--- src/rtl/fetch_queue_if.sv ---
// Bundle of the instruction-memory, redirect and decode handshake signals of fetch_queue.
// Decode handshake: dec_valid/dec_instr/dec_pc hold steady until a cycle with dec_valid & dec_ready.
interface fetch_queue_if #(
    parameter int QDEPTH = 4
);
    logic                          imem_req;
    logic [31:0]                   imem_addr;
    logic [31:0]                   imem_rdata;
    logic                          redirect_valid;
    logic [31:0]                   redirect_pc;
    logic                          dec_valid;
    logic                          dec_ready;
    logic [31:0]                   dec_instr;
    logic [31:0]                   dec_pc;
    logic [$clog2(QDEPTH+1)-1:0]   fq_level;

    modport master (
        output imem_req, imem_addr, dec_valid, dec_instr, dec_pc, fq_level,
        input  imem_rdata, redirect_valid, redirect_pc, dec_ready
    );

    modport slave (
        input  imem_req, imem_addr, dec_valid, dec_instr, dec_pc, fq_level,
        output imem_rdata, redirect_valid, redirect_pc, dec_ready
    );
endinterface

--- src/rtl/fetch_queue.sv ---
// PC generator plus prefetch queue in front of decode; fetches sequentially from a
// 1-cycle-latency instruction memory and flushes everything on a redirect.
module fetch_queue #(
    parameter int          QDEPTH   = 4,
    parameter logic [31:0] RESET_PC = 32'h0000_0000
) (
    input  logic          clk,
    input  logic          rst,
    fetch_queue_if.master fq
);
    localparam int CW = $clog2(QDEPTH + 1);
    localparam int PW = $clog2(QDEPTH);
    localparam logic [CW:0] DEPTH_C = (CW + 1)'(QDEPTH);

    logic [31:0]   pc;
    logic [31:0]   inflight_pc;
    logic          inflight;
    logic [CW-1:0] count;
    logic [PW-1:0] rd_ptr;
    logic [PW-1:0] wr_ptr;
    logic [31:0]   instr_mem [QDEPTH];
    logic [31:0]   pc_mem    [QDEPTH];

    logic [CW:0]   credit_used;
    logic          not_empty;
    logic          present;
    logic          issue;
    logic          push;
    logic          pop;

    // The in-flight fetch holds a queue slot, so a response can never find the queue full.
    always_comb begin
        not_empty   = (count != '0);
        credit_used = {1'b0, count} + {{CW{1'b0}}, inflight};
        issue       = !rst && !fq.redirect_valid && (credit_used < DEPTH_C);
        push        = inflight && !rst && !fq.redirect_valid;
        present     = not_empty && !rst && !fq.redirect_valid;
        pop         = present && fq.dec_ready;
    end

    assign fq.imem_req  = issue;
    assign fq.imem_addr = pc;
    assign fq.dec_valid = present;
    assign fq.dec_instr = (not_empty && !rst) ? instr_mem[rd_ptr] : 32'h0;
    assign fq.dec_pc    = (not_empty && !rst) ? pc_mem[rd_ptr]    : 32'h0;
    assign fq.fq_level  = count;

    always_ff @(posedge clk) begin
        if (rst) begin
            pc          <= RESET_PC;
            inflight    <= 1'b0;
            inflight_pc <= 32'h0;
            count       <= '0;
            rd_ptr      <= '0;
            wr_ptr      <= '0;
        end else if (fq.redirect_valid) begin
            pc       <= {fq.redirect_pc[31:2], 2'b00};
            inflight <= 1'b0;
            count    <= '0;
            rd_ptr   <= '0;
            wr_ptr   <= '0;
        end else begin
            inflight <= issue;
            if (issue) begin
                inflight_pc <= pc;
                pc          <= pc + 32'd4;
            end
            if (push) wr_ptr <= wr_ptr + PW'(1);
            if (pop)  rd_ptr <= rd_ptr + PW'(1);
            case ({push, pop})
                2'b10:   count <= count + CW'(1);
                2'b01:   count <= count - CW'(1);
                default: count <= count;
            endcase
        end
    end

    // Payload storage carries no reset; occupancy is tracked by count alone.
    always_ff @(posedge clk) begin
        if (push) begin
            instr_mem[wr_ptr] <= fq.imem_rdata;
            pc_mem[wr_ptr]    <= inflight_pc;
        end
    end
endmodule

--- src/flat_wrapper.sv ---
// flat-port wrapper written by rule: the top's interface ports become plain ports
module fetch_queue_flat 
#(
    parameter int          QDEPTH   = 4,
    parameter logic [31:0] RESET_PC = 32'h0000_0000
)
  (clk, rst, fq_imem_req, fq_imem_addr, fq_dec_valid, fq_dec_instr, fq_dec_pc, fq_fq_level, fq_imem_rdata, fq_redirect_valid, fq_redirect_pc, fq_dec_ready);
  fetch_queue_if #(.QDEPTH(QDEPTH)) fq_i ();
  input  logic clk;
  input  logic rst;
  output wire logic [$bits(fq_i.imem_req)-1:0] fq_imem_req;
  output wire logic [$bits(fq_i.imem_addr)-1:0] fq_imem_addr;
  output wire logic [$bits(fq_i.dec_valid)-1:0] fq_dec_valid;
  output wire logic [$bits(fq_i.dec_instr)-1:0] fq_dec_instr;
  output wire logic [$bits(fq_i.dec_pc)-1:0] fq_dec_pc;
  output wire logic [$bits(fq_i.fq_level)-1:0] fq_fq_level;
  input wire logic [$bits(fq_i.imem_rdata)-1:0] fq_imem_rdata;
  input wire logic [$bits(fq_i.redirect_valid)-1:0] fq_redirect_valid;
  input wire logic [$bits(fq_i.redirect_pc)-1:0] fq_redirect_pc;
  input wire logic [$bits(fq_i.dec_ready)-1:0] fq_dec_ready;
  assign fq_imem_req = fq_i.imem_req;
  assign fq_imem_addr = fq_i.imem_addr;
  assign fq_dec_valid = fq_i.dec_valid;
  assign fq_dec_instr = fq_i.dec_instr;
  assign fq_dec_pc = fq_i.dec_pc;
  assign fq_fq_level = fq_i.fq_level;
  assign fq_i.imem_rdata = fq_imem_rdata;
  assign fq_i.redirect_valid = fq_redirect_valid;
  assign fq_i.redirect_pc = fq_redirect_pc;
  assign fq_i.dec_ready = fq_dec_ready;
  fetch_queue #(.QDEPTH(QDEPTH), .RESET_PC(RESET_PC)) u_core (.clk(clk), .rst(rst), .fq(fq_i));
endmodule
--- config.mk ---
export PLATFORM = sky130hd
export DESIGN_NAME = fetch_queue_flat
export DESIGN_NICKNAME = d
export VERILOG_FILES = /design/src/rtl/fetch_queue_if.sv /design/src/rtl/fetch_queue.sv /design/src/flat_wrapper.sv
export SDC_FILE = /design/constraint.sdc
export NUM_CORES = 1
export LEC_CHECK = 0
export BUFFER_PORTS_ARGS = -buffer_cell sky130_fd_sc_hd__buf_2
export CAP_MARGIN = 10
export CORE_MARGIN = 2
export CORE_UTILIZATION = 60
export CTS_CLUSTER_SIZE = 12
export DETAILED_ROUTE_END_ITERATION = 12
export PLACE_DENSITY = 0.93
export SKIP_CTS_REPAIR_TIMING = 1
export SYNTH_ARGS = -nofsm -noshare
export SYNTH_HDL_FRONTEND = slang
export SYNTH_SLANG_ARGS = --single-unit
--- constraint.sdc ---
create_clock -name clk -period 5.7 [get_ports clk]
set_input_delay 1.71 -clock clk [delete_from_list [all_inputs] [get_ports clk]]
set_output_delay 1.71 -clock clk [all_outputs]
set_load 0.1 [all_outputs]
==> run_results.csv <==
group,metric,value,unit
run_status,status,"finished clean",
final_layout,area_growth,15.82,%
drt,routed_wl,26.58,mm
worst_setup_path,crit_chain,"buf_2 -> nand2b_2 -> buf_12 -> nor2b_1 -> buf_2",
drt,dr.pass1.iters,5,
worst_setup_path,cpMostUsedCell,"buf_2",
die,coreArea,20960,um^2
final_layout,instances_no_fill,1279,
run,cap_violations,0,
worst_setup_path,critical_path.startpoint_type,"input port",
worst_setup_path,critical-path-slowest-cell,"buf_2",
die,die_width,149.8,um
yosys,synth_flop_cell,"edfxtp_1",
global_routing,use_met3,4.055,%
timing,worstMarginPinSlew,0.9124,ns
timing,min_period,4.912,ns
timing,max_freq,203.6,MHz
timing,slew_headroom,39.18,%
worst_setup_path,r2r-start,"u_core.fq.fq_level[0]",
placed_design,dp_hpwl,16.47,mm
placed_design,place_congestion,0.8709,
worst_setup_path,crit_buf_inv,3,
die,pin_count,169,
yosys,yosysWarnings,0,
timing,setup_slack,0.7876,ns
global_routing,grt-ovfl-total,0,
global_routing,grt_pass1_vias,7712,
yosys,yosys.area.top_type,"edfxtp_1",
power_and_ir_drop,power,4694,uW
yosys,syn_inst,816,
drt,antenna_left,0,
global_routing,grt_util_met1,32.62,%
yosys,netlist.area_leader.share,58.38,%
global_routing,busiest_layer,"met2",
drt,wl_per_cell,20.78,um
worst_setup_path,cp.required,3.99,ns
timing,fin_skew,0.009874,ns
yosys,synth_edf_count,248,
timing,final_hold_viol_count,0,
worst_setup_path,cp.arrival,3.20,ns
clock_tree,cts_made_buffers,31,
power_and_ir_drop,irDropWorstVdd,0.1961,mV
worst_setup_path,cp_slowest_stage_delay,0.45,ns
yosys,synth.most_common_cell,"edfxtp_1",
timing,setup_viol,0,
final_layout,fin_util,70.50,%
power_and_ir_drop,p_leak,0.005249,uW
yosys,ys_seq_area_share,69.37,%
drt,dr.first_iter.drc_count,564,
die,start_util,60.87,%
yosys,synthArstFlopShare,0,%
yosys,synth_area_per_cell,15.63,um^2
die,dieHeight,149.8,um
die,dieArea,22440,um^2
final_layout,drive_above_1_share,29.38,%
worst_setup_path,crit_fanout,47,
clock_tree,cts-root-buf,"clkbuf_16",
drt,drc,0,
clock_tree,cts_tree,"built",
worst_setup_path,crit_start,"rst",
global_routing,grt_pass1_wl,41.32,mm
worst_setup_path,crit_type,"in -> out",
global_routing,grt_usage,23.98,%
yosys,synth_seq_cells,318,
placed_design,portBuffers,162,
power_and_ir_drop,powerDensity,317.7,nW/um^2
placed_design,place_ws,0.7776,ns
yosys,synth_cell_types,57,
hold_path,hold_start,"u_core.inflight_pc[16]",
clock_tree,cts_max_level,1,
timing,fin_setup_tns,0,ns
yosys,ys_top_cells_by_count,"edfxtp_1 (248), nand2_1 (92), dfxtp_1 (70), nor2b_1 (65), mux4_2 (62)",
global_routing,grt_max_degree,63,
timing,rsz0062_at_grt,"false",
clock_tree,path_clk_slew,0.06,ns
hold_path,hold_path.class,"reg -> reg",
placed_design,dp_cells,1222,
worst_setup_path,cp-end-kind,"primary output",
timing,finalCritPeriodShare,86.18,%
global_routing,grt_antenna_before_repair,0,
global_routing,use_met2,40.64,%
clock_tree,cts_num_sinks,318,
yosys,yosys-top-cells-area,"edfxtp_1 (58%), dfxtp_1 (11%), mux4_2 (11%)",
final_layout,n_antenna_cell,0,
die,row_count,53,
final_layout,nets,1055,
drt,num_vias,7703,
timing,slew_viol_final,0,
worst_setup_path,path_delay_family,"buffers and inverters",
drt,vias_per_cell,6.023,
yosys,syn_area,12760,um^2
clock_tree,insertion_delay,0.54,ns
clock_tree,clock_path_buffers,3,
## final cells by class
type | count | area (um^2)
Sequential cell | 318 | 8853
Fill cell | 1294 | 6181
Clock buffer | 54 | 875.8
Inverter | 14 | 52.55
Timing Repair Buffer | 179 | 965.9
Multi-Input combinational cell | 436 | 3642
Clock inverter | 3 | 40.04
Tap cell | 275 | 344.1
## final timing paths
path / to / slack, ns / cells past startpoint
worst max-delay path: fq_dec_pc[15] / 0.79 / 5
worst max register to register: u_core.fq.fq_level[2] / 3.23 / 7
worst min-delay path: u_core.inflight_pc[16] / 0.50 / 2
worst min register to register: u_core.inflight_pc[16] / 0.50 / 2
## stage by stage
step	hold slack [ns]	cell area, um^2
after floorplan	0.4600	12770
after global placement	0.4746	13860
after detailed placement	0.4890	13860
after CTS	0.5001	14770
after global routing	0.5290	14770
final	0.5034	14770
## cells by family after synthesis
group | share of synthesized area [%]
simple gates | 10.88
compound gates | 4.669
mux | 11.26
flops | 69.37
xor+xnor | 0.8239
fa+ha+maj | 0.7455
other cells | 0.02940
buf+inv | 2.227
## worst register-to-register path: stages (launching register included)
cell and delay (ns):
dfxtp_1 0.40, or3_1 0.48, and3_1 0.24, ha_1 0.24
fa_1 0.39, xnor2_1 0.15, or3_1 0.33, a21oi_1 0.16
## power by group
group	internal [uW]	total (uW)	switching, uW
Combinational	61.8	271	210
Clock	1070	1860	789
Sequential	2520	2560	39.0
Total	3660	4690	1040
## routing by layer
metal | up-vias | routed length [um]
li1 | 3469 | -
met1 | 3786 | 10360
met2 | 400 | 13260
met3 | 48 | 2483
met4 | 0 | 470
met5 | - | 0
## registers in the layout (all words and copies together) (netlist names), named ones only
| signal | flops |
|---|---|
| u_core.wr_ptr | 2 |
| u_core.fq.fq_level | 3 |
| u_core.inflight_pc | 30 |
| u_core.inflight | 1 |
| u_core.instr_mem | 128 |
| u_core.rd_ptr | 2 |
| u_core.pc_mem | 120 |
| u_core.fq.imem_addr | 30 |
## placed cells by master (no fill, tap or decap), types with 21 or more instances in the layout
cell / n
edfxtp_1: 248
buf_2: 161
nand2_1: 92
dfxtp_1: 68
nor2b_1: 65
mux4_2: 62
a21oi_1: 35
clkbuf_16: 31
nor2_1: 21
clkbuf_1: 21
Power figures use the tool's default switching activity.
